===== src/rtl/config_word_packer.sv =====
// config_word_packer
//   Hunts for the bitstream sync word in a byte stream, then packs bytes
//   MSB-first into 32-bit words and drives the eFPGA self-write port with
//   one-cycle strobes, each followed by a fixed idle gap. Sessions end on
//   byte-inactivity timeout or abort.
//
//   Optional build macro: CONFIG_PACKER_CHECKSUM_EN
//     defined   : checksum_o is a wrapping 32-bit sum of every emitted word
//     undefined : checksum_o is constant 0
//
// Ports
//   clk_system_i         system clock, rising edge
//   reset_i              synchronous active-high reset
//   byte_data_i/valid_i  incoming byte stream
//   byte_ready_o         byte accepted when valid and ready are both high
//   abort_i              ends the session, back to hunting
//   efpga_write_data_o   configuration word, held between strobes
//   efpga_write_strobe_o one-cycle write pulse
//   locked_o             session active
//   timeout_o            pulse: session ended by inactivity timeout
//   partial_drop_o       pulse: 1-3 bytes of an incomplete word discarded
//   word_count_o         words emitted this session (sync included), saturating
//   checksum_o           running word sum (see macro above)
module config_word_packer #(
    parameter logic [31:0] SYNC_WORD      = 32'hFAB0_FAB1,
    parameter int          STROBE_GAP     = 2,
    parameter int          TIMEOUT_CYCLES = 1_200_000,
    parameter int          TIMEOUT_WIDTH  = 21
) (
    input  logic        clk_system_i,
    input  logic        reset_i,
    input  logic [7:0]  byte_data_i,
    input  logic        byte_valid_i,
    output logic        byte_ready_o,
    input  logic        abort_i,
    output logic [31:0] efpga_write_data_o,
    output logic        efpga_write_strobe_o,
    output logic        locked_o,
    output logic        timeout_o,
    output logic        partial_drop_o,
    output logic [15:0] word_count_o,
    output logic [31:0] checksum_o
);

    typedef enum logic [1:0] {HUNT, COLLECT, EMIT, GAP} state_t;

    state_t                   state;
    state_t                   state_next;
    logic [31:0]              window;
    logic [1:0]               byte_cnt;
    logic [3:0]               gap_cnt;
    logic [TIMEOUT_WIDTH-1:0] idle_cnt;

    logic        xfer;
    logic [31:0] window_shift;
    logic        sync_hit;
    logic        word_done;
    logic        idle_expire;
    logic        gap_done;

    assign xfer         = byte_valid_i & byte_ready_o;
    assign window_shift = {window[23:0], byte_data_i};
    assign sync_hit     = xfer && (state == HUNT) && (window_shift == SYNC_WORD);
    assign word_done    = xfer && (state == COLLECT) && (byte_cnt == 2'd3);
    // Fires on the TIMEOUT_CYCLES-th consecutive idle COLLECT cycle; abort wins.
    assign idle_expire  = (state == COLLECT) && !xfer && !abort_i &&
                          (idle_cnt == TIMEOUT_WIDTH'(TIMEOUT_CYCLES - 1));
    // Unreachable when STROBE_GAP is 0, since GAP is then never entered.
    assign gap_done     = (gap_cnt == 4'(STROBE_GAP - 1));

    // State register
    always_ff @(posedge clk_system_i) begin
        if (reset_i) state <= HUNT;
        else         state <= state_next;
    end

    // Next-state logic
    always_comb begin
        state_next = state;
        case (state)
            HUNT:    if (sync_hit) state_next = EMIT;
            COLLECT: begin
                if (abort_i || idle_expire) state_next = HUNT;
                else if (word_done)         state_next = EMIT;
            end
            EMIT: begin
                if (abort_i)             state_next = HUNT;
                else if (STROBE_GAP > 0) state_next = GAP;
                else                     state_next = COLLECT;
            end
            GAP: begin
                if (abort_i)       state_next = HUNT;
                else if (gap_done) state_next = COLLECT;
            end
            default: state_next = HUNT;
        endcase
    end

    // Outputs decoded from state; bytes are refused during abort and reset.
    always_comb begin
        byte_ready_o         = 1'b0;
        efpga_write_strobe_o = 1'b0;
        locked_o             = 1'b0;
        case (state)
            HUNT:    byte_ready_o = !abort_i && !reset_i;
            COLLECT: begin
                byte_ready_o = !abort_i && !reset_i;
                locked_o     = 1'b1;
            end
            EMIT: begin
                efpga_write_strobe_o = 1'b1;
                locked_o             = 1'b1;
            end
            GAP:     locked_o = 1'b1;
            default: ;
        endcase
    end

    always_ff @(posedge clk_system_i) begin
        if (reset_i) begin
            window             <= '0;
            byte_cnt           <= '0;
            gap_cnt            <= '0;
            idle_cnt           <= '0;
            efpga_write_data_o <= '0;
            word_count_o       <= '0;
            timeout_o          <= 1'b0;
            partial_drop_o     <= 1'b0;
        end else begin
            timeout_o      <= 1'b0;
            partial_drop_o <= 1'b0;

            case (state)
                HUNT: begin
                    if (abort_i)   window <= '0;
                    else if (xfer) window <= window_shift;
                end
                COLLECT: begin
                    if (abort_i || idle_expire) begin
                        window         <= '0;
                        byte_cnt       <= '0;
                        timeout_o      <= idle_expire;
                        partial_drop_o <= (byte_cnt != 2'd0);
                    end else if (xfer) begin
                        window   <= window_shift;
                        byte_cnt <= byte_cnt + 2'd1;
                    end
                end
                default: if (abort_i) window <= '0;
            endcase

            if (state == COLLECT && !xfer && !abort_i && !idle_expire)
                idle_cnt <= idle_cnt + 1'b1;
            else
                idle_cnt <= '0;

            if (state == GAP && !gap_done && !abort_i) gap_cnt <= gap_cnt + 4'd1;
            else                                        gap_cnt <= '0;

            if (sync_hit) begin
                efpga_write_data_o <= SYNC_WORD;
                word_count_o       <= 16'd1;
            end else if (word_done) begin
                efpga_write_data_o <= window_shift;
                if (word_count_o != 16'hFFFF) word_count_o <= word_count_o + 16'd1;
            end
        end
    end

`ifdef CONFIG_PACKER_CHECKSUM_EN
    // sync_emit marks the EMIT cycle of the sync word, whose contribution
    // is loaded directly on the match so it is not summed twice.
    logic sync_emit;

    always_ff @(posedge clk_system_i) begin
        if (reset_i) begin
            checksum_o <= '0;
            sync_emit  <= 1'b0;
        end else begin
            sync_emit <= sync_hit;
            if (sync_hit)
                checksum_o <= SYNC_WORD;
            else if (state == EMIT && !sync_emit)
                checksum_o <= checksum_o + efpga_write_data_o;
        end
    end
`else
    assign checksum_o = '0;
`endif

endmodule


===== config.mk =====
export PLATFORM = sky130hd
export DESIGN_NAME = config_word_packer
export DESIGN_NICKNAME = d
export VERILOG_FILES = /design/src/rtl/config_word_packer.sv
export SDC_FILE = /design/constraint.sdc
export NUM_CORES = 1
export LEC_CHECK = 0
export ABC_CLOCK_PERIOD_IN_PS = 3600
export CAP_MARGIN = 20
export CELL_PAD_IN_SITES_DETAIL_PLACEMENT = 1
export CELL_PAD_IN_SITES_GLOBAL_PLACEMENT = 1
export CORE_AREA = 2 2 118 143
export CTS_CLUSTER_SIZE = 40
export DETAILED_ROUTE_END_ITERATION = 12
export DIE_AREA = 0 0 120 145
export MAX_ROUTING_LAYER = met4
export PLACE_DENSITY_LB_ADDON = 0.1
export SLEW_MARGIN = 10
export SYNTH_ARGS = -nofsm -noshare
export SYNTH_HDL_FRONTEND = slang
export SYNTH_SLANG_ARGS = --single-unit
export TNS_END_PERCENT = 50

===== constraint.sdc =====
create_clock -name clk_system_i -period 3.6 [get_ports clk_system_i]
set_input_delay 0.36 -clock clk_system_i [delete_from_list [all_inputs] [get_ports clk_system_i]]
set_output_delay 0.36 -clock clk_system_i [all_outputs]
set_load 0.02 [all_outputs]

==> results of run 1 <==
-- stage by stage --
stage          hold slack (ps)  power (mW)  setup slack (ps)  util [%]  cells
5_1_grt                    474        2.28               903      36.0    843
2_1_floorplan              434        1.26              1420         -    606
4_1_cts                    456        2.23               956      36.0    843
6_report                   453        2.19              1010      36.0    843
3_5_place_dp               448        1.27               733      34.2    827
3_3_place_gp               438        1.26               839      34.2    827
-- path summary, 6_finish.rpt --
kind	to	slack, ps	depth (start not counted)
worst max register to register	word_count_o[7]$_SDFFE_PP0P_	1160	4
worst max-delay path	byte_ready_o	1010	5
worst min-delay path	efpga_write_data_o[26]$_SDFFE_PP0N_	450	2
worst min register to register	efpga_write_data_o[26]$_SDFFE_PP0N_	450	2
-- registers in the layout (all words and copies together), names as in the netlist --
name                cells
word_count_o           16
window                 24
state                   2
timeout_o               1
gap_cnt                 4
efpga_write_data_o     32
partial_drop_o          1
byte_cnt                2
idle_cnt               21
-- final cells by class --
type | instances | area, µm² | area share [%]
inverters | 37 | 139 | 2.41
clock buffers | 12 | 256 | 4.45
multi-input cells | 401 | 2300 | 39.8
well taps | 212 | 265 | 4.60
repair buffers | 74 | 716 | 12.4
flip-flops and latches | 103 | 2060 | 35.8
clock inverters | 4 | 30.0 | 0.521
-- power by group through the flow --
stage	Combinational [mW]	Clock [mW]	Sequential [mW]
floorplan	0.0836	0	1.17
global placement	0.0887	0	1.18
detailed placement	0.0898	0	1.18
CTS	0.0901	0.989	1.15
global route	0.0971	1.04	1.15
finish	0.0905	0.952	1.15
-- cells in the final DEF (no fill, tap or decap), types with 12 or more instances in the layout --
cell type / instances
nand4_1: 18
or4_1: 12
o21ai_0: 33
a32oi_1: 24
a31oi_1: 22
dfxtp_1: 103
nand2_1: 78
nor2_1: 30
inv_1: 37
nand3_1: 20
conb_1: 32
clkdlybuf4s50_1: 64
a21oi_1: 33
-- metal layers --
| metal | vias to the layer above | share of wire [%] |
|---|---|---|
| met5 | - | 0 |
| met4 | 0 | 1.2 |
| met3 | 11 | 2.7 |
| met2 | 77 | 48 |
| met1 | 2085 | 48 |
| li1 | 2104 | - |
-- cells in the mapped netlist (4+ instances only) --
library cell / n
a21oi_1: 33
a31oi_1: 22
a32oi_1: 24
and4_1: 6
buf_4: 33
clkbuf_1: 29
dfxtp_1: 103
ha_1: 6
inv_1: 37
nand2_1: 78
nand3_1: 20
nand4_1: 18
nor2_1: 31
nor3_1: 10
nor4_1: 6
nor4bb_1: 4
o21ai_0: 35
o31ai_1: 10
or3_1: 10
or4_1: 12
xnor2_1: 7
xor2_1: 7
-- worst min-delay path, delay by kind of cell, from the launching register on --
family | cells | cell delay, ps
DFF | 1 | 310
and+or+nand+nor | 1 | 50
AOI/OAI and AO/OA | 1 | 50
-- cells by family after synthesis --
logic type               after synthesis
adder cells (fa/ha/maj)                6
flip-flops                           103
other                                  1
AO/OA/AOI/OAI                        135
buffers and inverters                102
AND/OR/NAND/NOR                      214
XOR/XNOR                              14
==> flow_summary_export.csv, run 1 <==
group,metric,value,unit
status,status,"finished clean",
synthesis,yosys.area_share.simple,23.3,%
grt,met2_usage,26.5,%
grt,top_usage_layer,"met2",
synthesis,synth_top_family_by_area,"simple AND/OR/NAND/NOR gates",
pwr,internal-power,1.67,mW
setup_path,crit_top_cell,"clkdlybuf4s50_1",
sta,setup_viol,0,
synthesis,yosysSeqAreaShare,43.6,%
layout,fillers,1917,
setup_path,start_kind,"primary input",
clocking,htreeDepth,3,
setup_path,slowest_delay,630,ps
clocking,cts_tree,"done",
synthesis,ys_seq_elements,103,
grt,antenna_found_initial,0,
synthesis,synthAdderAreaFrac,1.59,%
detailed_routing,ant_nets,0,
synthesis,synth_top_cell_area_share,43.6,%
pwr,leakage,1.76,nW
setup_path,cp_slowest_cell,"clkdlybuf4s50_1",
grt,grt_usage,16.5,%
grt,grt.overflow.total,0,
clocking,clk_pin_slew_worst_paths,70,ps
synthesis,syn_area_per_cell,8.22,µm²
grt,grt_max_degree,36,
clocking,cts-root-buf,"clkbuf_16",
detailed_routing,drc,0,
die,fp.dieH,145,µm
clocking,clock-sinks,103,
layout,n_antenna_cell,0,
grt,gr-usage-met3,2.08,%
placement,hpwlAfterDp,9.70,mm
synthesis,ys.flop_type,"dfxtp_1",
detailed_routing,drt-pass1-iter-count,4,
synthesis,synth_edf_count,0,
setup_path,required,3240,ps
pwr,share_seq_of_total_power,52.4,%
synthesis,asyncSetResetFlopFracSynth,0,%
synthesis,syn_inst,575,
synthesis,synth_top_cell_by_area,"dfxtp_1",
clocking,numCtsBuffers,9,
hold_path,min_from,"efpga_write_data_o[26]$_SDFFE_PP0N_",
setup_path,startpoint,"reset_i",
layout,final_nets,644,
setup_path,critical_path_arrival,2230,ps
setup_path,cp-end-kind,"primary output",
setup_path,worstPathMaxFanout,28,
clocking,hold_buffers,0,
synthesis,synth_area,4730,µm²
sta,period_minus_slack,2590,ps
sta,max-slew-margin-rel,34.3,%
detailed_routing,finalWirelength,13.8,mm
clocking,ctsLongestPathBuffers,2,
die,dieWidth,120,µm
layout,drive_gt1_share,4.91,%
detailed_routing,avgViaCountPerCell,5.07,
grt,grt_pass1_vias,4329,
pwr,pwr-share-comb,4.1,%
detailed_routing,wl_per_cell,16.4,µm
synthesis,yosysWarnings,0,
die,ios,97,
sta,tns,0,ps
placement,place_area,5480,µm²
synthesis,synthMuxAreaShare,0,%
grt,gr-usage-met1,21.7,%
sta,fmax,386,MHz
synthesis,synth_xor_area_share,2.59,%
setup_path,cp.buffers_inverters,3,
placement,io_buffers,64,
die,initial_core_util,29.5,%
grt,grt_pass1_wl,22.8,mm
setup_path,critical_path_class,"in -> out",
detailed_routing,num_vias,4277,
pwr,swShare,23.7,%
clocking,post_cts_buffers,0,
layout,postLayoutCellArea,5770,µm²
synthesis,synth_compound_area_share,18.0,%
layout,area_growth,22.0,%
die,coreArea,16000,µm²
clocking,clk_latency,350,ps
synthesis,synth_cell_type_count,45,
hold_path,hp-class,"reg -> reg",
pwr,pwr-share-clk,43.5,%
detailed_routing,drt_iter0_drc,202,
clocking,ctsResizeCount,0,
sta,final_hold_viol_count,0,
pwr,ir_drop,0.190,mV
pwr,p_per_area,380,nW/µm²
placement,gp_congestion,0.768,
synthesis,yosys-top-cells-area,"dfxtp_1 (44%), nand2_1 (6.2%), buf_4 (5.2%)",
setup_path,cp_cell_sequence,"clkdlybuf4s50_1 > buf_4 > or2_2 > nor2_1 > clkdlybuf4s50_1",
die,dieArea,17400,µm²
sta,slew_viol_final,0,
sta,rsz0062_at_grt,"no",
pwr,p_sw,0.520,mW
setup_path,r2r_start,"state[0]$_SDFFE_PP0P_",
sta,worst_slew_pin_slew,986,ps
sta,clock_skew,8.98,ps
setup_path,crit_family,"buffers and inverters",
job,drv_cap,0,
die,std_cell_rows,51,
sta,post-route-period-util,72.0,%
Power figures use the tool's default switching activity.
==> run 2, diff against run 1 <==
--- a/config.mk
+++ b/config.mk
@@ -5,7 +5,7 @@
 export SDC_FILE = /design/constraint.sdc
 export NUM_CORES = 1
 export LEC_CHECK = 0
-export ABC_CLOCK_PERIOD_IN_PS = 3600
+export ABC_CLOCK_PERIOD_IN_PS = 2700
 export CAP_MARGIN = 20
 export CELL_PAD_IN_SITES_DETAIL_PLACEMENT = 1
 export CELL_PAD_IN_SITES_GLOBAL_PLACEMENT = 1
==> constraint.sdc (replaced) <==
create_clock -name clk_system_i -period 2.7 [get_ports clk_system_i]
set_input_delay 0.27 -clock clk_system_i [delete_from_list [all_inputs] [get_ports clk_system_i]]
set_output_delay 0.27 -clock clk_system_i [all_outputs]
set_load 0.02 [all_outputs]
==> run 2 against run 1 <==
  * Cell count increased by 1.3%
  * Clock skew about the same
  * Routed wire length increased by 1.9%
  * Sequential power increased by 33%
  * First-iteration DRC count increased by 0.99%
  * Clock power increased by 40%
  * Critical endpoint unchanged
  * Register-to-register slack got worse by 660 ps
  * Power increased by 36%
  * Via count about the same
  * Hold slack got worse by 3.5 ps
==> flow_summary_export.csv, run 2 (synthesized netlist as in run 1, its figures left out) <==
group,metric,value,unit
setup_path,rr_worst_depth,5,
die,coreArea,16000,µm²
layout,n_antenna_cell,0,
grt,grt_max_degree,33,
clocking,clock-sinks,103,
sta,post-route-period-util,88.1,%
detailed_routing,drc,0,
clocking,clk_latency,350,ps
layout,reg.largest.list,"efpga_write_data_o: 32 flops, window: 24 flops, idle_cnt: 21 flops",
hold_path,hold_path_end,"efpga_write_data_o[22]$_SDFFE_PP0N_",
sta,tns,0,ps
setup_path,worstPathMaxFanout,28,
clocking,cts_tree,"done",
sta,setup_viol,0,
pwr,p_per_area,509,nW/µm²
sta,period_minus_slack,2380,ps
job,drv_cap,0,
sta,slew_viol_final,0,
detailed_routing,wl_per_cell,16.5,µm
clocking,clk_pin_slew_worst_paths,70,ps
die,dieArea,17400,µm²
setup_path,cp_cell_sequence,"clkdlybuf4s50_1 > buf_4 > or2_2 > nor2_1 > clkdlybuf4s50_1",
detailed_routing,finalWirelength,14.1,mm
clocking,post_cts_buffers,0,
sta,max-slew-margin-rel,51.3,%
grt,grt_pass1_wl,23.0,mm
sta,final_hold_viol_count,0,
status,status,"finished clean",
layout,largest-register,"efpga_write_data_o",
grt,grt.overflow.total,0,
hold_path,whs_path_depth,2,
die,dieWidth,120,µm
detailed_routing,avgViaCountPerCell,5.00,
setup_path,critical_path_arrival,2110,ps
grt,grt_pass1_vias,4275,
grt,grt_usage,16.7,%
layout,postLayoutCellArea,5870,µm²
setup_path,r2r-end,"idle_cnt[20]$_SDFF_PP0_",
clocking,htreeDepth,3,
detailed_routing,drt-pass1-iter-count,4,
setup_path,slowest_delay,620,ps
sta,worst_slew_pin_slew,724,ps
die,ios,97,
pwr,ir_drop,0.280,mV
layout,fillers,1891,
clocking,numCtsBuffers,9,
layout,drive_gt1_share,6.54,%
layout,final_nets,655,
placement,gp_congestion,0.777,
layout,largest_register_ffs,32,
pwr,leakage,1.84,nW
clocking,cts-root-buf,"clkbuf_16",
layout,area_growth,24.2,%
sta,rsz0062_at_grt,"no",
placement,hpwlAfterDp,10.1,mm
hold_path,min_from,"efpga_write_data_o[22]$_SDFFE_PP0N_",
layout,mostFrequentLayoutCell,"dfxtp_1",
clocking,ctsLongestPathBuffers,2,
placement,io_buffers,64,
setup_path,crit_top_cell,"clkdlybuf4s50_1",
setup_path,r2r_start,"idle_cnt[0]$_SDFF_PP0_",
layout,mostFrequentLayoutCells,"dfxtp_1 (103), nand2_1 (78), clkdlybuf4s50_1 (64), inv_1 (37)",
grt,antenna_found_initial,0,
setup_path,cp-end-kind,"primary output",
clocking,ctsResizeCount,0,
setup_path,required,2430,ps
placement,place_area,5570,µm²
setup_path,critical_path_class,"in -> out",
die,fp.dieH,145,µm
die,std_cell_rows,51,
setup_path,cp_slowest_cell,"clkdlybuf4s50_1",
die,initial_core_util,29.5,%
detailed_routing,drt_iter0_drc,204,
detailed_routing,ant_nets,0,
detailed_routing,num_vias,4273,
sta,clock_skew,8.78,ps
pwr,finalPower,2.99,mW
setup_path,start_kind,"primary input",
sta,fmax,421,MHz
setup_path,reg2reg_slack,500,ps
clocking,hold_buffers,0,
hold_path,hp-class,"reg -> reg",
## run 2: layer usage
layer  track usage [%]  part of all wire (%)  vias up
li1                  -                     -     2119
met1              22.0                    49     2059
met2              26.4                    47       83
met3              2.95                   3.4       12
met4              4.65                   1.4        0
met5                 -                     0        -
## run 2: area by class of cell
type | instances | area (µm²) | share of cell area [%]
inverter | 37 | 139 | 2.36
sequential | 103 | 2060 | 35.1
timing repair buffer | 85 | 811 | 13.8
multi-input combinational | 401 | 2300 | 39.1
clock inverter | 5 | 56.3 | 0.959
tap | 212 | 265 | 4.52
clock buffer | 11 | 243 | 4.13
## run 2: through the flow
| step | instances | util (%) | hold WS [ps] | setup WS, ps |
|---|---|---|---|---|
| after floorplan | 606 | - | 389 | 529 |
| after global placement | 838 | 34.8 | 442 | 230 |
| after detailed placement | 838 | 34.8 | 445 | 209 |
| after CTS | 854 | 36.7 | 453 | 275 |
| after global routing | 854 | 36.7 | 474 | 204 |
| final | 854 | 36.7 | 450 | 322 |
## run 2: worst max-delay path: cells and delay by family
family / cells / cell delay [ps]
buffers and inverters: 3 / 1310
and+or+nand+nor: 2 / 520
## run 2: how the worst max path moves through the flow
stage	cells after the start	endpoint	start
2_1_floorplan	7	word_count_o[7]$_SDFFE_PP0P_	state[0]$_SDFFE_PP0P_
3_3_place_gp	5	word_count_o[7]$_SDFFE_PP0P_	reset_i
3_5_place_dp	5	word_count_o[7]$_SDFFE_PP0P_	reset_i
4_1_cts	5	byte_ready_o	reset_i
5_1_grt	5	byte_ready_o	reset_i
6_report	5	byte_ready_o	reset_i
## run 2: report_power, final
group          internal [mW]  total, mW  leakage, nW  switching, mW
Sequential              1.52       1.53        0.830        0.00811
Clock                  0.746       1.33        0.146          0.586
Combinational         0.0343      0.128        0.860         0.0935
Total                   2.30       2.99         1.84          0.688
